--- config.mk ---
export PLATFORM = sky130hd
export DESIGN_NAME = bitfusion_mac_pe_flat
export DESIGN_NICKNAME = d
export VERILOG_FILES = /design/src/rtl/bitfusion_mac_pe_if.sv /design/src/rtl/bitfusion_mac_pe.sv /design/src/flat_wrapper.sv
export SDC_FILE = /design/constraint.sdc
export NUM_CORES = 1
export LEC_CHECK = 0
export CAP_MARGIN = 40
export CORE_UTILIZATION = 41
export DETAILED_ROUTE_END_ITERATION = 7
export PLACE_DENSITY = 0.52
export SLEW_MARGIN = 10
export SYNTH_ARGS = -nofsm -noshare
export SYNTH_HDL_FRONTEND = slang
export SYNTH_SLANG_ARGS = --single-unit
export TNS_END_PERCENT = 30
--- constraint.sdc ---
create_clock -name clk -period 7.5 [get_ports clk]
set_input_delay 1.5 -clock clk [delete_from_list [all_inputs] [get_ports clk]]
set_output_delay 1.5 -clock clk [all_outputs]
set_load 0.05 [all_outputs]
--- src/rtl/bitfusion_mac_pe_if.sv ---
// Operand/psum bundle for the Bit-Fusion MAC processing element.
// The master drives beats and collects psums; the slave is the PE.
interface bitfusion_mac_pe_if #(
    parameter int MAX_BITS = 8,
    parameter int ACC_W    = 24
);
    localparam int WW = $clog2(MAX_BITS) + 1;

    logic                in_valid;
    logic                in_last;
    logic [MAX_BITS-1:0] in;
    logic [MAX_BITS-1:0] weight;
    logic [WW-1:0]       in_width;
    logic [WW-1:0]       weight_width;
    logic                s_in;
    logic                s_weight;
    logic [ACC_W-1:0]    psum;
    logic                psum_valid;
    logic                ovf;
    logic                cfg_err;

    modport master (
        output in_valid, in_last, in, weight, in_width, weight_width, s_in, s_weight,
        input  psum, psum_valid, ovf, cfg_err
    );

    modport slave (
        input  in_valid, in_last, in, weight, in_width, weight_width, s_in, s_weight,
        output psum, psum_valid, ovf, cfg_err
    );
endinterface

--- src/rtl/bitfusion_mac_pe.sv ---
// Bit-Fusion MAC processing element: splits packed operands into lanes
// according to the per-beat widths, forms the lane dot product, and
// accumulates it over a group of beats. Two register stages:
// S1 holds the beat sum, S2 accumulates and publishes the group psum.
module bitfusion_mac_pe #(
    parameter int MAX_BITS = 8,
    parameter int ACC_W    = 24
) (
    input logic               clk,
    input logic               rst_n,
    bitfusion_mac_pe_if.slave bus
);
    localparam int WW = $clog2(MAX_BITS) + 1;
    localparam int PW = 2 * MAX_BITS + 1;

    // A width is usable when it is a nonzero power of two no larger than the bus.
    function automatic logic width_ok(input logic [WW-1:0] w);
        return (w != '0) && ((w & (w - WW'(1))) == '0) && (w <= WW'(MAX_BITS));
    endfunction

    logic                    cfg_ok;
    logic [WW-1:0]           lane_w;
    logic signed [PW-1:0]    beat_sum;

    logic                    s1_valid;
    logic                    s1_last;
    logic signed [PW-1:0]    s1_sum;
    logic                    cfg_err_q;

    logic signed [ACC_W-1:0] acc;
    logic                    grp_ovf;
    logic signed [ACC_W-1:0] sum_ext;
    logic signed [ACC_W-1:0] acc_nxt;
    logic                    add_ovf;

    logic [ACC_W-1:0]        psum_q;
    logic                    psum_valid_q;
    logic                    ovf_q;

    // Lane split and dot product of the beat currently on the bus.
    always_comb begin
        logic [MAX_BITS-1:0]    slot_in, slot_wt;
        logic [MAX_BITS-1:0]    mask_in, mask_wt;
        logic [MAX_BITS-1:0]    top_in, top_wt;
        logic signed [MAX_BITS:0] e_in, e_wt;
        logic signed [PW-1:0]   prod;
        int                     lw;

        cfg_ok   = width_ok(bus.in_width) && width_ok(bus.weight_width);
        lane_w   = (bus.in_width > bus.weight_width) ? bus.in_width : bus.weight_width;
        lw       = int'(lane_w);
        mask_in  = ~({MAX_BITS{1'b1}} << bus.in_width);
        mask_wt  = ~({MAX_BITS{1'b1}} << bus.weight_width);
        top_in   = {{(MAX_BITS-1){1'b0}}, 1'b1} << (bus.in_width - WW'(1));
        top_wt   = {{(MAX_BITS-1){1'b0}}, 1'b1} << (bus.weight_width - WW'(1));
        slot_in  = '0;
        slot_wt  = '0;
        e_in     = '0;
        e_wt     = '0;
        prod     = '0;
        beat_sum = '0;
        for (int k = 0; k < MAX_BITS; k++) begin
            if (cfg_ok && ((k + 1) * lw <= MAX_BITS)) begin
                slot_in  = bus.in >> (k * lw);
                slot_wt  = bus.weight >> (k * lw);
                // Elements narrower than the lane only use the low bits of the slot.
                e_in     = (bus.s_in && ((slot_in & top_in) != '0))
                         ? {1'b1, slot_in | ~mask_in} : {1'b0, slot_in & mask_in};
                e_wt     = (bus.s_weight && ((slot_wt & top_wt) != '0))
                         ? {1'b1, slot_wt | ~mask_wt} : {1'b0, slot_wt & mask_wt};
                prod     = e_in * e_wt;
                beat_sum = beat_sum + prod;
            end
        end
    end

    // S1: capture the beat sum and its tags; an illegal width yields a zero sum.
    always_ff @(posedge clk or negedge rst_n) begin
        if (!rst_n) begin
            s1_valid  <= 1'b0;
            s1_last   <= 1'b0;
            s1_sum    <= '0;
            cfg_err_q <= 1'b0;
        end else begin
            s1_valid  <= bus.in_valid;
            s1_last   <= bus.in_valid && bus.in_last;
            s1_sum    <= bus.in_valid ? beat_sum : '0;
            cfg_err_q <= bus.in_valid && !cfg_ok;
        end
    end

    // Accumulator add with signed-overflow detection on the wrapped result.
    always_comb begin
        sum_ext = ACC_W'(s1_sum);
        acc_nxt = acc + sum_ext;
        add_ovf = (acc[ACC_W-1] == sum_ext[ACC_W-1]) && (acc_nxt[ACC_W-1] != acc[ACC_W-1]);
    end

    // S2: accumulate, and on the last beat publish psum and restart the group.
    always_ff @(posedge clk or negedge rst_n) begin
        if (!rst_n) begin
            acc          <= '0;
            grp_ovf      <= 1'b0;
            psum_q       <= '0;
            psum_valid_q <= 1'b0;
            ovf_q        <= 1'b0;
        end else begin
            psum_valid_q <= 1'b0;
            if (s1_valid) begin
                if (s1_last) begin
                    psum_q       <= acc_nxt;
                    ovf_q        <= grp_ovf || add_ovf;
                    psum_valid_q <= 1'b1;
                    acc          <= '0;
                    grp_ovf      <= 1'b0;
                end else begin
                    acc          <= acc_nxt;
                    grp_ovf      <= grp_ovf || add_ovf;
                end
            end
        end
    end

    assign bus.psum       = psum_q;
    assign bus.psum_valid = psum_valid_q;
    assign bus.ovf        = ovf_q;
    assign bus.cfg_err    = cfg_err_q;
endmodule

--- src/flat_wrapper.sv ---
// flat-port wrapper written by rule: the top's interface ports become plain ports
module bitfusion_mac_pe_flat 
#(
    parameter int MAX_BITS = 8,
    parameter int ACC_W    = 24
)
  (clk, rst_n, bus_in_valid, bus_in_last, bus_in, bus_weight, bus_in_width, bus_weight_width, bus_s_in, bus_s_weight, bus_psum, bus_psum_valid, bus_ovf, bus_cfg_err);
  bitfusion_mac_pe_if #(.MAX_BITS(MAX_BITS), .ACC_W(ACC_W)) bus_i ();
  input logic clk;
  input logic rst_n;
  input wire logic [$bits(bus_i.in_valid)-1:0] bus_in_valid;
  input wire logic [$bits(bus_i.in_last)-1:0] bus_in_last;
  input wire logic [$bits(bus_i.in)-1:0] bus_in;
  input wire logic [$bits(bus_i.weight)-1:0] bus_weight;
  input wire logic [$bits(bus_i.in_width)-1:0] bus_in_width;
  input wire logic [$bits(bus_i.weight_width)-1:0] bus_weight_width;
  input wire logic [$bits(bus_i.s_in)-1:0] bus_s_in;
  input wire logic [$bits(bus_i.s_weight)-1:0] bus_s_weight;
  output wire logic [$bits(bus_i.psum)-1:0] bus_psum;
  output wire logic [$bits(bus_i.psum_valid)-1:0] bus_psum_valid;
  output wire logic [$bits(bus_i.ovf)-1:0] bus_ovf;
  output wire logic [$bits(bus_i.cfg_err)-1:0] bus_cfg_err;
  assign bus_i.in_valid = bus_in_valid;
  assign bus_i.in_last = bus_in_last;
  assign bus_i.in = bus_in;
  assign bus_i.weight = bus_weight;
  assign bus_i.in_width = bus_in_width;
  assign bus_i.weight_width = bus_weight_width;
  assign bus_i.s_in = bus_s_in;
  assign bus_i.s_weight = bus_s_weight;
  assign bus_psum = bus_i.psum;
  assign bus_psum_valid = bus_i.psum_valid;
  assign bus_ovf = bus_i.ovf;
  assign bus_cfg_err = bus_i.cfg_err;
  bitfusion_mac_pe #(.MAX_BITS(MAX_BITS), .ACC_W(ACC_W)) u_core (.clk(clk), .rst_n(rst_n), .bus(bus_i));
endmodule
==> impl_summary.md <==
Run status
The run finished, with violations left. The final reports fail on negative setup slack.

Logic synthesis
Dividing the synthesized area by the synthesized cell count gives between 8 and 9 um^2. The number of enable flip-flop cells after synthesis is 0. For this run, asynchronously set or reset flops after synthesis account for 100%.

The cell area that synthesis handed to floorplanning was 37,100 um^2. The most used flip-flop cell after synthesis is sky130_fd_sc_hd__dfrtp_1. Yosys attributes the largest share of cell area to sky130_fd_sc_hd__fa_1 (34%), sky130_fd_sc_hd__ha_1 (14%), sky130_fd_sc_hd__inv_1 (8.4%).

The register area share after synthesis is 4.79%. The synthesized design spends more area on one cell type than any other, namely sky130_fd_sc_hd__fa_1. After synthesis, the most frequently instantiated cells are sky130_fd_sc_hd__inv_1 (830), sky130_fd_sc_hd__fa_1 (626), sky130_fd_sc_hd__nand2_1 (614), sky130_fd_sc_hd__ha_1 (402), sky130_fd_sc_hd__nor2_1 (303). The share of the synthesized area in the top cell type is 33.8%.

The flip-flop and latch count after synthesis is 71. After technology mapping, the gate count stands at 4,495. The post-synthesis cell type count is 102. Yosys printed 0 warnings.

The number of nets in the synthesized netlist is 5,553. The most common cell in the synthesized netlist is sky130_fd_sc_hd__inv_1.

Worst setup path
STA puts the critical path data arrival time at 24.05 ns. The endpoint kind of the worst setup timing path is a flip-flop. The most frequent cell on the critical path is sky130_fd_sc_hd__fa_1. At the worst endpoint, the required time is 7.73 ns. The startpoint class of the critical path is a primary input. The standard cell with the maximum stage delay on the critical path is sky130_fd_sc_hd__fa_1.

The minimum setup slack among reg-to-reg paths is roughly 3.6 ns. The worst setup path is of the in2reg kind. Of all nets on the critical path, the largest fanout is 5.

The biggest cell delay along the critical path is 0.55 ns.

STA
At the pin with the least slew margin, the transition time is 0.984 ns. The worst slew margin relative to its limit is approximately a third. Derived from the worst setup path, the maximum achievable clock frequency is 0.0420 GHz.

The final worst clock skew is 0.0136 ns. The number of hold-slack violations in the final timing report was 0. Subtracting the final worst setup slack from the clock period gives 23.82 ns.

The setup-violating endpoint count in the final report is 17. The final-report max-slew violation count was 0. Setup repair after global routing could not meet its margin everywhere.

The final worst setup slack is -16.32 ns. Of the available clock period, the critical path in the final layout requires 318%.

Global routing
The number of antenna violations at the first check in global routing is 6. The first-pass GRT wire length is 229,000 um. The maximum number of pins on one net before global-route repair is 38. The via count of the first global-routing pass is 37.1k. The total overflow left after global routing is 0. Global routing used between 30 and 40% of the available tracks.

Floorplan
The number of I/O pins is 57. The die area is 91,600 um^2. Once the floorplan was initialized, standard cells occupied 41.7% of the core. Row generation in the floorplan step produced 109 rows.

The die height is 303 um. The width of the chip is 303 um. In this run the standard cell core region covers roughly 89,000 um^2.

Min path
In this run the worst hold path is classified as reg2reg.

Clocking
The H-tree generated during clock tree synthesis spans 3 levels. Counting along the longest clock path gives a buffer depth of 2. At the later pin of the worst-skew pair, clock insertion delay measures 0.34 ns. TritonCTS built the clock tree. For this design, the sink count on the clock tree is 71. The root buffer cell chosen for the clock tree is sky130_fd_sc_hd__clkbuf_16. After clock tree synthesis, the clock-pin slew on the worst setup and hold paths is 0.07 ns. The clock buffer count from CTS is 9.

Route
The number of remaining DRC errors is 0. The iteration count of the initial detailed-routing pass is 6. The mean routed wirelength per cell is 22.0 um. The total wirelength of the detailed-routed design is roughly 150,000 um. The number of DRC markers in iteration 0 is approximately 2.9k. The routed layout has roughly 36k vias. The final antenna-violating net count is 0. In the routed layout, each cell is associated on average with a via count of 5.27.

Power and ir drop
Summed over all cells, the static leakage comes to 24.6 nW. Power comes to 4.96 mW. The cell area power density is 98.1 nW/um^2. The worst ir drop on vdd is roughly 0.10 mV.

Final layout
The number of standard cells in the final layout excluding fillers is around 6.9k. The sequential cell area is 1780 um^2. In the final layout, the share of cells above drive strength 1 is 29.7%. Summing all multi-input logic gate instances after layout gives 33,500 um^2. Fill cells in the final layout number roughly 8.5k. Once layout is complete, the utilization of the core stands at 56.9%. The growth of design area from synthesis to finish is 36.3%. The post-route standard cell area excluding fillers is 50,600 um^2. The post-layout net count is ~6.8k.

Placement
The congestion estimate from routability-driven global placement came to 1.05. The half-perimeter wire length of the detailed placement result is 131,000 um. Buffers placed on the I/O ports in this run total 56. The post-place setup slack is -17.76 ns. The placed instances occupy a cell area of 48,300 um^2.

After detailed placement, the design holds a cell count of around 6.8k.

Flow run
Max-cap violations in this run came to 0.
[cell families after synthesis]
group,after synthesis,synth area share [%]
AOI/OAI and AO/OA,782,14.0
xor gates and xnor gates,183,4.42
adders and majority gates,1028,47.4
buffers and inverters,969,10.0
DFF,71,4.79
muxes,79,2.63
and+or+nand+nor,1383,16.8
[where the power goes]
group	switching (mW)	internal [mW]	total [mW]	leakage (nW)
Clock	0.182	0.273	0.455	0.152
Combinational	2.26	1.83	4.09	23.5
Sequential	0.0125	0.401	0.414	0.983
[area by class of cell]
class | count | share of cell area (%)
Clock buffer | 10 | 0.473
Tap cell | 1165 | 2.88
Sequential cell | 71 | 3.51
Inverter | 843 | 6.30
Timing Repair Buffer | 1316 | 20.3
Antenna cell | 1 | 0.00495
Clock inverter | 6 | 0.149
Multi-Input combinational cell | 3455 | 66.3
[cells in the final DEF (no fill, tap or decap), types with 28 or more instances in the layout]
cell,instances
sky130_fd_sc_hd__nor2_1,290
sky130_fd_sc_hd__o22ai_1,47
sky130_fd_sc_hd__a21oi_2,34
sky130_fd_sc_hd__fa_1,621
sky130_fd_sc_hd__a21o_1,35
sky130_fd_sc_hd__mux2_2,35
sky130_fd_sc_hd__inv_1,795
sky130_fd_sc_hd__o21a_1,30
sky130_fd_sc_hd__inv_2,37
sky130_fd_sc_hd__clkdlybuf4s50_1,46
sky130_fd_sc_hd__nand2_1,601
sky130_fd_sc_hd__nor2b_1,73
sky130_fd_sc_hd__nand2b_1,55
sky130_fd_sc_hd__o21ai_0,100
sky130_fd_sc_hd__and2_1,50
sky130_fd_sc_hd__a21oi_1,145
sky130_fd_sc_hd__nand3_1,98
sky130_fd_sc_hd__nor3_1,56
sky130_fd_sc_hd__o21ai_1,51
sky130_fd_sc_hd__xnor2_1,128
sky130_fd_sc_hd__dfrtp_1,71
sky130_fd_sc_hd__xor2_1,37
sky130_fd_sc_hd__buf_4,1226
sky130_fd_sc_hd__ha_1,344
sky130_fd_sc_hd__ha_4,58
sky130_fd_sc_hd__o21ai_2,28
[timing repair]
action | 4_1_cts | 5_1_grt
pin swaps | 119 | 95
gates resized for setup | 215 | 143
gates cloned | 1 | 0
endpoints found under the setup margin | 17 | 17
hold buffers | 0 | 0
buffers inserted | 43 | 19
[final timing paths]
path                                                   end                             from  cells past startpoint
max reg2reg                u_core.bus.psum[22]$_DFFE_PN0P_        u_core.acc[0]$_DFFE_PN0P_                     16
max in group asynchronous       u_core.acc[14]$_DFFE_PN0P_                            rst_n                      2
max                            u_core.s1_sum[16]$_DFF_PN0_              bus_weight_width[1]                    105
min reg2reg                u_core.bus.psum[18]$_DFFE_PN0P_  u_core.bus.psum[18]$_DFFE_PN0P_                      2
min in group asynchronous   u_core.bus.psum[2]$_DFFE_PN0P_                            rst_n                      2
min                        u_core.bus.psum[18]$_DFFE_PN0P_  u_core.bus.psum[18]$_DFFE_PN0P_                      2
[per-stage QoR]
stage / TNS (ns) / hold WS (ns)
2_1_floorplan: -204.86 / 0.485
3_3_place_gp: -237.06 / 0.464
3_5_place_dp: -239.72 / 0.466
4_1_cts: -218.87 / 0.481
5_1_grt: -229.25 / 0.509
6_report: -217.69 / 0.479
[worst max-delay path: cells and delay by family]
family                     cells  cell delay [ns]
adders and majority gates     34            13.84
AOI/OAI and AO/OA             14             2.66
and+or+nand+nor               16             2.03
buffers and inverters         27             1.87
xor gates and xnor gates      12             1.79
muxes                          2             0.37
[layer usage]
metal  global-route usage, %  routed length (um)  up-vias
li1                        -                   -    17000
met5                       0                   0        -
met4                    7.36                4030        0
met2                    52.4               65800     1094
met3                    4.30                9870      161
met1                    49.1               71100    18000
Power figures use the tool's default switching activity.
